<file path="src/rtl/regfile_wr_arbiter.sv">
`default_nettype none
// +--------------------------------------------------------------------------+
// | Module      : regfile_wr_arbiter                                         |
// | Description : Round-robin write-port arbiter driving a register bank's   |
// |               one-hot select, write enable and write data.               |
// | Revision    : 1.0 - initial release                                      |
// +--------------------------------------------------------------------------+
module regfile_wr_arbiter #(
  parameter int NREQ  = 4,
  parameter int NREGS = 8,
  parameter int AW    = 3,
  parameter int DW    = 5
) (
  input  logic                 clk,
  input  logic                 rst,
  input  logic                 stall,
  input  logic [NREQ-1:0]      req,
  input  logic [NREQ*AW-1:0]   req_addr,
  input  logic [NREQ*DW-1:0]   req_data,
  output logic [NREQ-1:0]      gnt,
  output logic [NREGS-1:0]     chosen,
  output logic                 w_en,
  output logic [DW-1:0]        w_data,
  output logic                 err,
  output logic                 busy
);

  localparam int PW = (NREQ > 1) ? $clog2(NREQ) : 1;

  logic [PW-1:0]    r_ptr;
  logic [NREQ-1:0]  r_gnt;
  logic [NREGS-1:0] r_chosen;
  logic             r_w_en;
  logic [DW-1:0]    r_w_data;
  logic             r_err;

  logic [AW-1:0]    w_addr_arr [NREQ];
  logic [DW-1:0]    w_data_arr [NREQ];
  logic [NREQ-1:0]  w_elig;
  logic             w_found;
  logic [PW-1:0]    w_winner;
  logic [PW-1:0]    w_idx;
  logic [AW-1:0]    w_win_addr;
  logic             w_addr_ok;
  logic [PW-1:0]    w_ptr_next;

  generate
    for (genvar gi = 0; gi < NREQ; gi++) begin : g_unpack
      assign w_addr_arr[gi] = req_addr[gi*AW +: AW];
      assign w_data_arr[gi] = req_data[gi*DW +: DW];
    end
  endgenerate

  // A requester granted last edge may still hold req this cycle; mask it.
  assign w_elig = req & ~r_gnt;

  always_comb begin
    w_found  = 1'b0;
    w_winner = '0;
    w_idx    = '0;
    for (int k = 0; k < NREQ; k++) begin
      w_idx = PW'((int'(r_ptr) + k) % NREQ);
      if (!w_found && w_elig[w_idx]) begin
        w_found  = 1'b1;
        w_winner = w_idx;
      end
    end
  end

  assign w_win_addr = w_addr_arr[w_winner];
  assign w_addr_ok  = (32'(w_win_addr) < NREGS);
  assign w_ptr_next = (w_winner == PW'(NREQ - 1)) ? '0 : w_winner + PW'(1);

  always_ff @(posedge clk) begin
    if (rst) begin
      r_ptr    <= '0;
      r_gnt    <= '0;
      r_chosen <= '0;
      r_w_en   <= 1'b0;
      r_w_data <= '0;
      r_err    <= 1'b0;
    end else if (!stall && w_found) begin
      r_gnt    <= NREQ'(1) << w_winner;
      r_ptr    <= w_ptr_next;
      r_w_data <= w_data_arr[w_winner];
      if (w_addr_ok) begin
        r_chosen <= NREGS'(1) << w_win_addr;
        r_w_en   <= 1'b1;
        r_err    <= 1'b0;
      end else begin
        r_chosen <= '0;
        r_w_en   <= 1'b0;
        r_err    <= 1'b1;
      end
    end else begin
      r_gnt    <= '0;
      r_chosen <= '0;
      r_w_en   <= 1'b0;
      r_err    <= 1'b0;
    end
  end

  assign gnt    = r_gnt;
  assign chosen = r_chosen;
  assign w_en   = r_w_en;
  assign w_data = r_w_data;
  assign err    = r_err;
  assign busy   = |req;

endmodule
`default_nettype wire

</file>
<file path="config.mk">
export PLATFORM = sky130hd
export DESIGN_NAME = regfile_wr_arbiter
export DESIGN_NICKNAME = d
export VERILOG_FILES = /design/src/rtl/regfile_wr_arbiter.sv
export SDC_FILE = /design/constraint.sdc
export NUM_CORES = 1
export LEC_CHECK = 0
export ABC_AREA = 1
export CAP_MARGIN = 30
export CORE_MARGIN = 2
export CORE_UTILIZATION = 35
export CTS_BUF_LIST = sky130_fd_sc_hd__clkbuf_8
export CTS_CLUSTER_DIAMETER = 100
export DETAILED_ROUTE_END_ITERATION = 8
export PLACE_DENSITY = 0.74
export SETUP_SLACK_MARGIN = 0.2
export SLEW_MARGIN = 20
export SYNTH_ARGS = -nofsm -noshare
export SYNTH_HDL_FRONTEND = slang
export SYNTH_SLANG_ARGS = --single-unit
</file>
<file path="constraint.sdc">
create_clock -name clk -period 2 [get_ports clk]
set_input_delay 0.4 -clock clk [delete_from_list [all_inputs] [get_ports clk]]
set_output_delay 0.4 -clock clk [all_outputs]
set_load 0.01 [all_outputs]
</file>
Word-level counts from Yosys, hierarchy flattened
Cells that the tools add are included.
{"block": "totals", "reg_bits": 20, "inputBits": 39, "out_inout_bits": 20}
{"block": "classes", "n_addsub": 4, "order_cmp": 5, "n_eq_ne": 1, "shift": 2, "mux": 24, "n_bitwise": 4, "n_reduce_logical": 10}
{"operator": "$lt 2x3->1 const B", "n": 4}
{"operator": "$bmux 5 s2", "n": 1}
{"operator": "$mux 2", "n": 5}
{"operator": "$mux 5", "n": 2}
{"operator": "$mux 1", "n": 9}
{"operator": "$bmux 1 s2", "n": 4}
{"operator": "$shl 1x3->8 const A", "n": 1}
{"operator": "$bmux 3 s2", "n": 1}
{"operator": "$mux 3", "n": 2}
{"operator": "$add 2x1->2 const B", "n": 2}
{"operator": "$add 2x2->2 const B", "n": 2}
{"operator": "$and 4x4->4", "n": 1}
{"operator": "$logic_and 1x1->1", "n": 4}
{"operator": "$logic_not 1->1", "n": 4}
{"operator": "$not 4->4", "n": 1}
{"operator": "$reduce_or 4->1", "n": 1}
{"operator": "$shl 1x2->4 const A", "n": 1}
{"operator": "$ge 3x3->1 const B", "n": 1}
{"operator": "$not 2->3", "n": 1}
{"operator": "$eq 2x2->1 const B", "n": 1}
{"operator": "$reduce_or 2->1", "n": 1}
{"operator": "$not 1->1", "n": 1}

Longest topological paths before layout
Gate-level depths: netlist of the first run.
{"block": "logic_depth", "ltp_word": 19, "depth_mapped": 17, "depth_no_buf": 15}

Least setup slack after synthesis of the first run
OpenSTA, ideal clock, no wires.
{"block": "synth_path", "path_kind": "register to register", "startpoint": "register r_ptr[0]", "endpoint": "register r_w_data[0] (netlist: w_data[0])", "setup_ns": 0.109, "arrival_time_ns": 1.514, "t_required_ns": 1.891, "setup_slack_ns": 0.377, "path_stages_with_launch": 17, "path_buffers": 2, "cell_sequence": "dfxtp_1 > buf_6 > inv_8 > nand2_1 > nand2_1 > nand3_2 > nand2_4 > nand2_2 > nand2_2 > nand2_1 > nand2_2 > buf_2 > nand3_1 > nand3_1 > nand3_1 > nand2_1 > inv_1"}
{"block": "synth_via", "elab_chain_cells": 16}
{"item": "from (decl)", "line": "30", "source": "logic [PW-1:0] r_ptr;"}
{"item": "from (signal assigned)", "line": "84", "source": "r_ptr <= w_ptr_next;"}
{"item": "branches (longest 16 deep; another with $add 2x1->2)"}
{"item": "to (signal assigned)", "line": "85", "source": "r_w_data <= w_data_arr[w_winner];"}
{"item": "to (decl)", "line": "34", "source": "logic [DW-1:0] r_w_data;"}
Several ways; the timed one is not identified. The select of a mux whose other input is x is not followed.
A chain may end at the register's enable or synchronous reset.

Final worst setup path of the first run
{"block": "layout_path", "startpoint": "register r_ptr[0]", "endpoint": "register r_ptr[0]"}
{"block": "layout_via", "elab_chain_cells": 14}
{"item": "branches (longest 14 deep; another with $add 2x1->2)"}
Several ways; the timed one is not identified. The select of a mux whose other input is x is not followed.

==> impl_metrics.ini, run 1 <==
[status]
status = complete, no violations

[sta]
timing.final.hold_violations = 0
setup_viol = 0
max_freq_mhz = 521
finalClockSkew_ns = 0.00453
finalCriticalPeriod_ns = 1.92
finalCritPeriodShare_pct = 96.0
slew_viol_final = 0
rsz0062_at_grt = true
tns_ns = 0

[global_routing]
grt_overflow = 0
grt_pass1_vias = 1511
grt_first_pass_wirelength_mm = 6.51
antenna_found_initial = 0
grt_max_degree = 15
gr-usage-all-layers_pct = 15.9

[clock_network]
cts_hold_buf = 0
cts_tree = yes
clock_latency_ns = 0.26
numCtsBuffers = 3
htreeDepth = 1
cts_root_buffer = clkbuf_8
clock-sinks = 20
clk_path_buf_depth = 2
path_clk_slew_ns = 0.07

[synth]
ys_seq_area_share_pct = 26.8
yosysMostFrequentCell = nand2_1
mappedNetlistArea_um2 = 1490
synth_edf_count = 0
synth_area_leaders = dfxtp_1, nand3_1, nand2_1
avgSynthCellArea_um2 = 6.58
synth_seq_cells = 20
yosysTopAreaCell = dfxtp_1
ys_types = 24
synth_top_area_share_pct = 26.8
ys_top_cells_by_count = nand2_1, nand3_1, inv_1
synthCells = 227
ys_async_sr_fraction_pct = 0
yosys_warnings = 0
ys.flop_type = dfxtp_1
synthesis.nets = 266

[worst_setup_path]
reg2reg_from = r_ptr[0]
critPathRequiredTime_ns = 2.14
worstSetupStartpoint = r_ptr[0]
r2r_setup_slack_ns = 0.08
worstPathMaxFanout = 5
worstSetupEndpointType = flip-flop
critPathKind = flip-flop to flip-flop
start_kind = flip-flop
crit_arrival_ns = 2.06

[route]
dr.pass1.iters = 4
routed_wl_mm = 5.14
ant_nets = 0
viasPerCell = 5.04
drc = 0
vias = 1803
detail_route.wl_per_cell_um = 14.4
dr.first_iter.drc_count = 58

[die]
die_w_um = 69.3
num_rows = 23
coreArea_um2 = 4060
start_util_pct = 36.8
dieArea_um2 = 4810
io_pins = 59
die_h_um = 69.3

[power]
p_leak_nw = 1.21
powerDensity_nw_per_um2 = 2090
p_clk_share_pct = 5.5
p_switching_w = 0.00289
peakVddDrop_mv = 1.10
internal-power_w = 0.00282
sw_frac_of_total_pct = 50.6
combPwrFrac_pct = 83.5
p_seq_share_pct = 11.1

[place]
portBuffers = 57
placed_area_um2 = 2190
dp.final_hpwl_mm = 3.01
place_congestion = 0.894

[cells_and_area]
area_growth_syn_to_layout_pct = 82.6
n_antenna_cell = 0
finalNetCount = 348
postLayoutCoreUtil_pct = 67.2
drive_gt1_share_pct = 36.4
post-route-cell-area_um2 = 2730

[run]
max_cap_viol_count = 0

[hold_path]
hold_class = flip-flop to flip-flop
hold_start = w_data[2]
==> final cells by class <==
cell class / instances / area, um2
fillers: 306 / 1330
multi-input cells: 169 / 1200
repair buffers: 86 / 870
flip-flops and latches: 20 / 408
inverters: 28 / 120
well taps: 50 / 62.6
clock buffers: 4 / 55.1
repair inverters: 1 / 8.76
==> power by group through the flow <==
| stage | combinational (W) | sequential [W] | clock [W] |
|---|---|---|---|
| after floorplan | 0.00221 | 0.000648 | 0 |
| after global placement | 0.00315 | 0.000613 | 0 |
| after detailed placement | 0.00318 | 0.000610 | 0 |
| after CTS | 0.00323 | 0.000604 | 0.000308 |
| after global routing | 0.00511 | 0.000647 | 0.000322 |
| final | 0.00477 | 0.000632 | 0.000311 |
==> metrics by stage <==
| step | instances | setup slack, ns | power (W) | hold WS, ns |
|---|---|---|---|---|
| 2_1_floorplan | 227 | 0.377 | 0.00286 | 0.492 |
| 3_3_place_gp | 340 | -0.315 | 0.00376 | 0.466 |
| 3_5_place_dp | 340 | -0.358 | 0.00379 | 0.470 |
| 4_1_cts | 344 | 0.157 | 0.00414 | 0.482 |
| 5_1_grt | 358 | -0.0500 | 0.00608 | 0.498 |
| 6_report | 358 | 0.0806 | 0.00571 | 0.481 |
==> layout by cell type (no fill, tap or decap), types with 2 or more instances in the layout <==
cell,n
buf_12,3
buf_4,18
buf_6,6
clkbuf_16,2
clkbuf_8,4
clkdlybuf4s50_1,52
dfxtp_1,18
dfxtp_4,2
dlygate4sd2_1,3
inv_1,26
nand2_1,35
nand2_2,23
nand2_4,10
nand2_8,2
nand3_1,41
nand3_2,17
nand3_4,11
nor2_1,15
nor2_2,2
o21ai_0,2
o21ai_4,2
==> per-layer routing <==
metal	GRT usage, %	routed length (um)	part of all wire (%)	vias up
met5	0	0	0	-
met4	6.54	115	2.2	0
met3	2.33	216	4.2	10
met2	25.6	2730	53	59
met1	21.2	2080	41	843
li1	-	-	-	891
==> state kept, by name (all words and copies together) (netlist names) <==
name    flops
chosen      8
gnt         4
w_data      5
r_ptr       2
w_en        1
==> worst paths after layout <==
check | endpoint | cells after the start
max | r_ptr[0] | 12
min | w_data[2] | 2
max reg2reg | r_ptr[0] | 12
min reg2reg | w_data[2] | 2
==> critical path, stage by stage, from the launching register on <==
cell and delay, ns:
dfxtp_4 0.38, buf_12 0.14, clkinv_8 0.08, nand3_4 0.09, nand3_1 0.10, nand2_2 0.16
nand4_4 0.17, buf_4 0.19, nand2_4 0.08, nor2_4 0.04, buf_4 0.15, nand2_1 0.10
o21ai_0 0.10
==> cell families (layout without fill, tap and decap cells) <==
group	Yosys count	after routing	share of synthesized area (%)
other	1	1	0.251
AOI/OAI and AO/OA	6	7	3.18
and+or+nand+nor	161	161	55.4
buffers and inverters	39	119	14.4
DFF	20	20	26.8
==> what timing repair did <==
item	in CTS	in global routing
gates cloned	0	4
setup endpoints to repair	19	19
pin swaps	2	15
buffers inserted	0	10
resized for setup	10	79
Power figures use the tool's default switching activity.
==> run 2: changes to the inputs <==
- CORE_UTILIZATION: 35 -> 25
- PLACE_DENSITY: 0.74 -> 0.58
- SLEW_MARGIN: 20 -> not set
==> run 2 against run 1 <==
Effect of this change:
- setup slack improved by 0.043 ns
- clock skew fell by 0.0013 ns
- non-clock buffer count rose by 7
- critical path type unchanged
- sequential share of layout area fell by 1.2 points
- sequential power fell by 3.3%
- critical path depth rose by 3
- global-route usage fell by 1.3 points
- sequential cell count did not move
==> impl_metrics.ini, run 2 (synthesized netlist as in run 1, its figures left out) <==
[cells_and_area]
finalNetCount = 353
final_common_cell = clkdlybuf4s50_1
n_antenna_cell = 0
largest_reg_flops = 8
drive_gt1_share_pct = 40.9
final_cell_mix = clkdlybuf4s50_1, nand3_1, nand2_1, nand2_2, inv_1
area_growth_syn_to_layout_pct = 97.7

[power]
p_seq_share_pct = 9.4
p_switching_w = 0.00302
internal-power_w = 0.00347
powerDensity_nw_per_um2 = 2200
peakVddDrop_mv = 0.934
combPwrFrac_pct = 85.9
p_leak_nw = 1.31
p_clk_share_pct = 4.7
sw_frac_of_total_pct = 46.5

[die]
io_pins = 59
num_rows = 28
dieArea_um2 = 6610
die_w_um = 81.3
start_util_pct = 25.5
coreArea_um2 = 5850
die_h_um = 81.3

[route]
routed_wl_mm = 4.89
dr.pass1.iters = 4
vias = 1769
m1WireLength_mm = 1.94
detail_route.wl_per_cell_um = 12.6
ant_nets = 0
drc = 0
dr.first_iter.drc_count = 39
wl_met2_mm = 2.64
dr_wl_met3_um = 216
viasPerCell = 4.56
top_layer_used = met4

[clock_network]
clock-sinks = 20
cts_root_buffer = clkbuf_8
numCtsBuffers = 3
clock_latency_ns = 0.25
clk_path_buf_depth = 2
htreeDepth = 1
path_clk_slew_ns = 0.07
cts_tree = yes
cts_hold_buf = 0

[hold_path]
hold_start = w_data[3]
hold_class = flip-flop to flip-flop

[place]
dp.final_hpwl_mm = 3.33
place_ws_ns = -0.325
place_congestion = 0.834
portBuffers = 57

[sta]
finalClockSkew_ns = 0.00323
setup_viol = 0
finalCritPeriodShare_pct = 93.8
rsz0062_at_grt = true
max_freq_mhz = 533
tns_ns = 0
setup_ws_ns = 0.124
slew_viol_final = 0
timing.final.hold_violations = 0
finalCriticalPeriod_ns = 1.88

[global_routing]
gr-usage-all-layers_pct = 14.6
antenna_found_initial = 0
grt_pass1_vias = 1730
grt_max_degree = 14
grt_first_pass_wirelength_mm = 7.63
grt_overflow = 0

[status]
status = complete, no violations

[worst_setup_path]
worstSetupEndpointType = flip-flop
start_kind = flip-flop
critPathRequiredTime_ns = 2.16
critPathKind = flip-flop to flip-flop
worstPathMaxFanout = 7
crit_arrival_ns = 2.03
worstSetupStartpoint = r_ptr[0]
reg2reg_from = r_ptr[0]

[run]
max_cap_viol_count = 0
==> run 2: cell types whose count changed in the layout (fill, tap and decap cells not counted), sizes merged <==
cell	previous run	this run
clkbuf	7	5
o21ai	4	3
inv	28	27
dlygate4sd2	3	4
buf	28	36
==> run 2: critical path: stages (launching register included) <==
cell and delay, ns:
dfxtp_2 0.33, buf_6 0.13, clkinv_8 0.08, nand3_4 0.10, nand3_4 0.09, nand2_4 0.10
buf_6 0.12, nand3_2 0.09, nand3_4 0.16, buf_12 0.14, clkbuf_16 0.13, nand2_2 0.04
nand3_1 0.06, nand3_1 0.07, nand2_1 0.07, inv_1 0.04
==> run 2: routing by layer <==
metal  GRT usage [%]  vias to the layer above
met3            2.67                       10
met2            26.5                       43
met1            17.1                      821
li1                -                      895
met4            4.58                        0
met5               0                        -
==> run 2: final cells by class <==
type / count / area (um2)
well taps: 75 / 93.8
clock buffers: 4 / 55.1
inverters: 28 / 123
fillers: 547 / 2900
multi-input cells: 168 / 1270
flip-flops and latches: 20 / 405
repair buffers: 93 / 1000
==> run 2: what timing repair did <==
action                     in CTS  in global routing
resized for setup              46                 64
gates cloned                    2                  1
setup endpoints to repair      20                 19
setup buffers                  12                  4
pin swaps                      17                 35
==> run 2: worst paths after layout <==
path                    end  slack [ns]  cells after the start
hold / removal    w_data[3]        0.47                      2
setup / recovery  w_data[0]        0.12                     15
hold reg to reg   w_data[3]        0.47                      2
setup reg to reg  w_data[0]        0.12                     15
==> run 2: power by group through the flow <==
stage	logic [W]	registers [W]	clock network, W
final	0.00558	0.000611	0.000303
after global routing	0.00598	0.000628	0.000324
after CTS	0.00456	0.000615	0.000308
after detailed placement	0.00331	0.000611	0
after global placement	0.00331	0.000610	0
after floorplan	0.00221	0.000648	0
==> run 2: metrics by stage <==
stage / cell area [um2] / std cells / util, % / hold WS (ns) / total power, W
4_1_cts: 2630 / 383 / 44.9 / 0.473 / 0.00549
2_1_floorplan: 1490 / 227 / - / 0.492 / 0.00286
3_3_place_gp: 2240 / 365 / 38.2 / 0.455 / 0.00392
3_5_place_dp: 2240 / 365 / 38.2 / 0.463 / 0.00393
6_report: 2950 / 388 / 50.5 / 0.470 / 0.00649
5_1_grt: 2950 / 388 / 50.5 / 0.487 / 0.00693
==> run 3: changes to the inputs <==
- CORE_MARGIN: 2 -> not set
- CTS_CLUSTER_DIAMETER: 100 -> not set
- CTS_CLUSTER_SIZE: not set -> 24
==> run 3 against run 2 <==
Effect of this change:
- first-iteration DRC count increased by 56%
- cell count fell by 2.6%
- combinational power is 19% lower
- worst hold slack better by 0.0095 ns
- wire length shrank 5.3%
- sequential share of layout area up 1.5 points
- non-clock buffer count fell by 8
- die area down 4.9%
- register-to-register slack hardly changed
- sequential cell count unchanged
- count of clock-buffer cells in the layout unchanged
- critical path type unchanged
- largest cell class unchanged
- largest power group unchanged
==> impl_metrics.ini, run 3 (synthesized netlist as in run 1, its figures left out) <==
[cells_and_area]
n_antenna_cell = 0
largest_reg_flops = 8
drive_gt1_share_pct = 32.4
postLayoutCoreUtil_pct = 47.1
fillers = 557
final_cell_mix = clkdlybuf4s50_1, nand3_1, nand2_1
area_growth_syn_to_layout_pct = 78.0
finalNetCount = 346
final_common_cell = clkdlybuf4s50_1

[worst_setup_path]
crit_arrival_ns = 2.07
critPathMaxStageDelay_ns = 0.33
crit_chain = buf_8 > inv_8 > nand2_4 > nand2_4 > nand3_4 > nand2_4 > buf_12 > nand3_2 > o21ai_4 > buf_6 > nand3_1 > nand2_2 > nand2_2 > nor2_2
critPathKind = flip-flop to flip-flop
critPathRequiredTime_ns = 2.20
start_kind = flip-flop
worstPathMaxFanout = 9
cp_top_family = simple AND/OR/NAND/NOR gates
crit_path_top_delay_cell = dfxtp_2
worstSetupEndpointType = flip-flop
crit_top_cell = nand2_4
path_buf_inv = 4

[power]
internal-power_w = 0.00286
powerDensity_nw_per_um2 = 2060
combPwrFrac_pct = 83.0
peakVddDrop_mv = 0.752
p_leak_nw = 1.19
p_seq_share_pct = 11.3
sw_frac_of_total_pct = 47.8
p_switching_w = 0.00261
p_clk_share_pct = 5.7

[route]
vias = 1733
routed_wl_mm = 4.63
dr.pass1.iters = 4
dr.first_iter.drc_count = 61
ant_nets = 0
drc = 0
detail_route.wl_per_cell_um = 12.3
viasPerCell = 4.58

[global_routing]
grt_first_pass_wirelength_mm = 7.31
gr-usage-all-layers_pct = 14.5
grt_pass1_vias = 1672
antenna_found_initial = 0
grt_overflow = 0
grt_max_degree = 13

[sta]
tns_ns = 0
finalCriticalPeriod_ns = 1.87
slew_viol_final = 0
timing.final.hold_violations = 0
finalCritPeriodShare_pct = 93.4
max_freq_mhz = 535
finalClockSkew_ns = 0.00104
setup_viol = 0
rsz0062_at_grt = true

[hold_path]
hold_class = flip-flop to flip-flop

[run]
max_cap_viol_count = 0

[clock_network]
path_clk_slew_ns = 0.07
clk_path_buf_depth = 2
clock_latency_ns = 0.26
htreeDepth = 1
cts_root_buffer = clkbuf_8
cts_tree = yes
numCtsBuffers = 3
cts_hold_buf = 0
clock-sinks = 20

[die]
io_pins = 59
start_util_pct = 26.5
num_rows = 27
die_h_um = 79.3
die_w_um = 79.3
coreArea_um2 = 5640
dieArea_um2 = 6290

[place]
place_congestion = 0.788
portBuffers = 57
dp.final_hpwl_mm = 3.23

[status]
status = complete, no violations
==> run 3: tightest hold or removal path, cell delays in order, from the launching register on <==
cell and delay [ns]:
dfxtp_1 0.32, nand3_1 0.07, nand2_1 0.04
==> run 3: cell type report <==
cell class	count	area, um2	share of cell area (%)
inverters	28	115	4.33
well taps	72	90.1	3.39
multi-input cells	168	1090	41.1
flip-flops and latches	20	405	15.2
repair inverters	1	6.26	0.235
repair buffers	85	893	33.6
clock buffers	4	55.1	2.07
==> run 3: per-layer routing <==
layer  share of wire [%]  up-vias  track usage [%]
met4                 1.3        0             4.91
met5                   0        -                0
met2                  52       46             25.7
li1                    -      887                -
met3                 3.9        5             1.26
met1                  43      795             18.2
==> run 3: through the flow <==
stage / total power (W) / instance area (um2) / worst slack (ns) / hold slack, ns / cells
3_5_place_dp: 0.00392 / 2230 / -0.339 / 0.465 / 364
2_1_floorplan: 0.00286 / 1490 / 0.377 / 0.492 / 227
3_3_place_gp: 0.00390 / 2230 / -0.305 / 0.474 / 364
4_1_cts: 0.00483 / 2440 / 0.170 / 0.483 / 374
5_1_grt: 0.00594 / 2660 / 0.0193 / 0.515 / 378
6_report: 0.00547 / 2660 / 0.131 / 0.480 / 378
==> run 3: repair_timing <==
action / 4_1_cts / 5_1_grt
gates cloned: 2 / 1
gates resized for setup: 28 / 38
buffers inserted: 4 / 3
pin swaps: 8 / 15
setup endpoints to repair: 18 / 19
==> run 3: power groups by stage <==
| stage | clock network [W] | logic, W | registers [W] |
|---|---|---|---|
| floorplan | 0 | 0.00221 | 0.000648 |
| global placement | 0 | 0.00329 | 0.000611 |
| detailed placement | 0 | 0.00331 | 0.000610 |
| CTS | 0.000317 | 0.00391 | 0.000609 |
| global route | 0.000333 | 0.00497 | 0.000633 |
| finish | 0.000311 | 0.00454 | 0.000617 |
==> run 3: path summary, 6_finish.rpt <==
kind | start | end | slack (ns) | depth (start not counted)
worst max-delay path | r_ptr[0] | chosen[1] | 0.13 | 14
worst min-delay path | w_data[4] | w_data[4] | 0.48 | 2
worst max register to register | r_ptr[0] | chosen[1] | 0.13 | 14
worst min register to register | w_data[4] | w_data[4] | 0.48 | 2
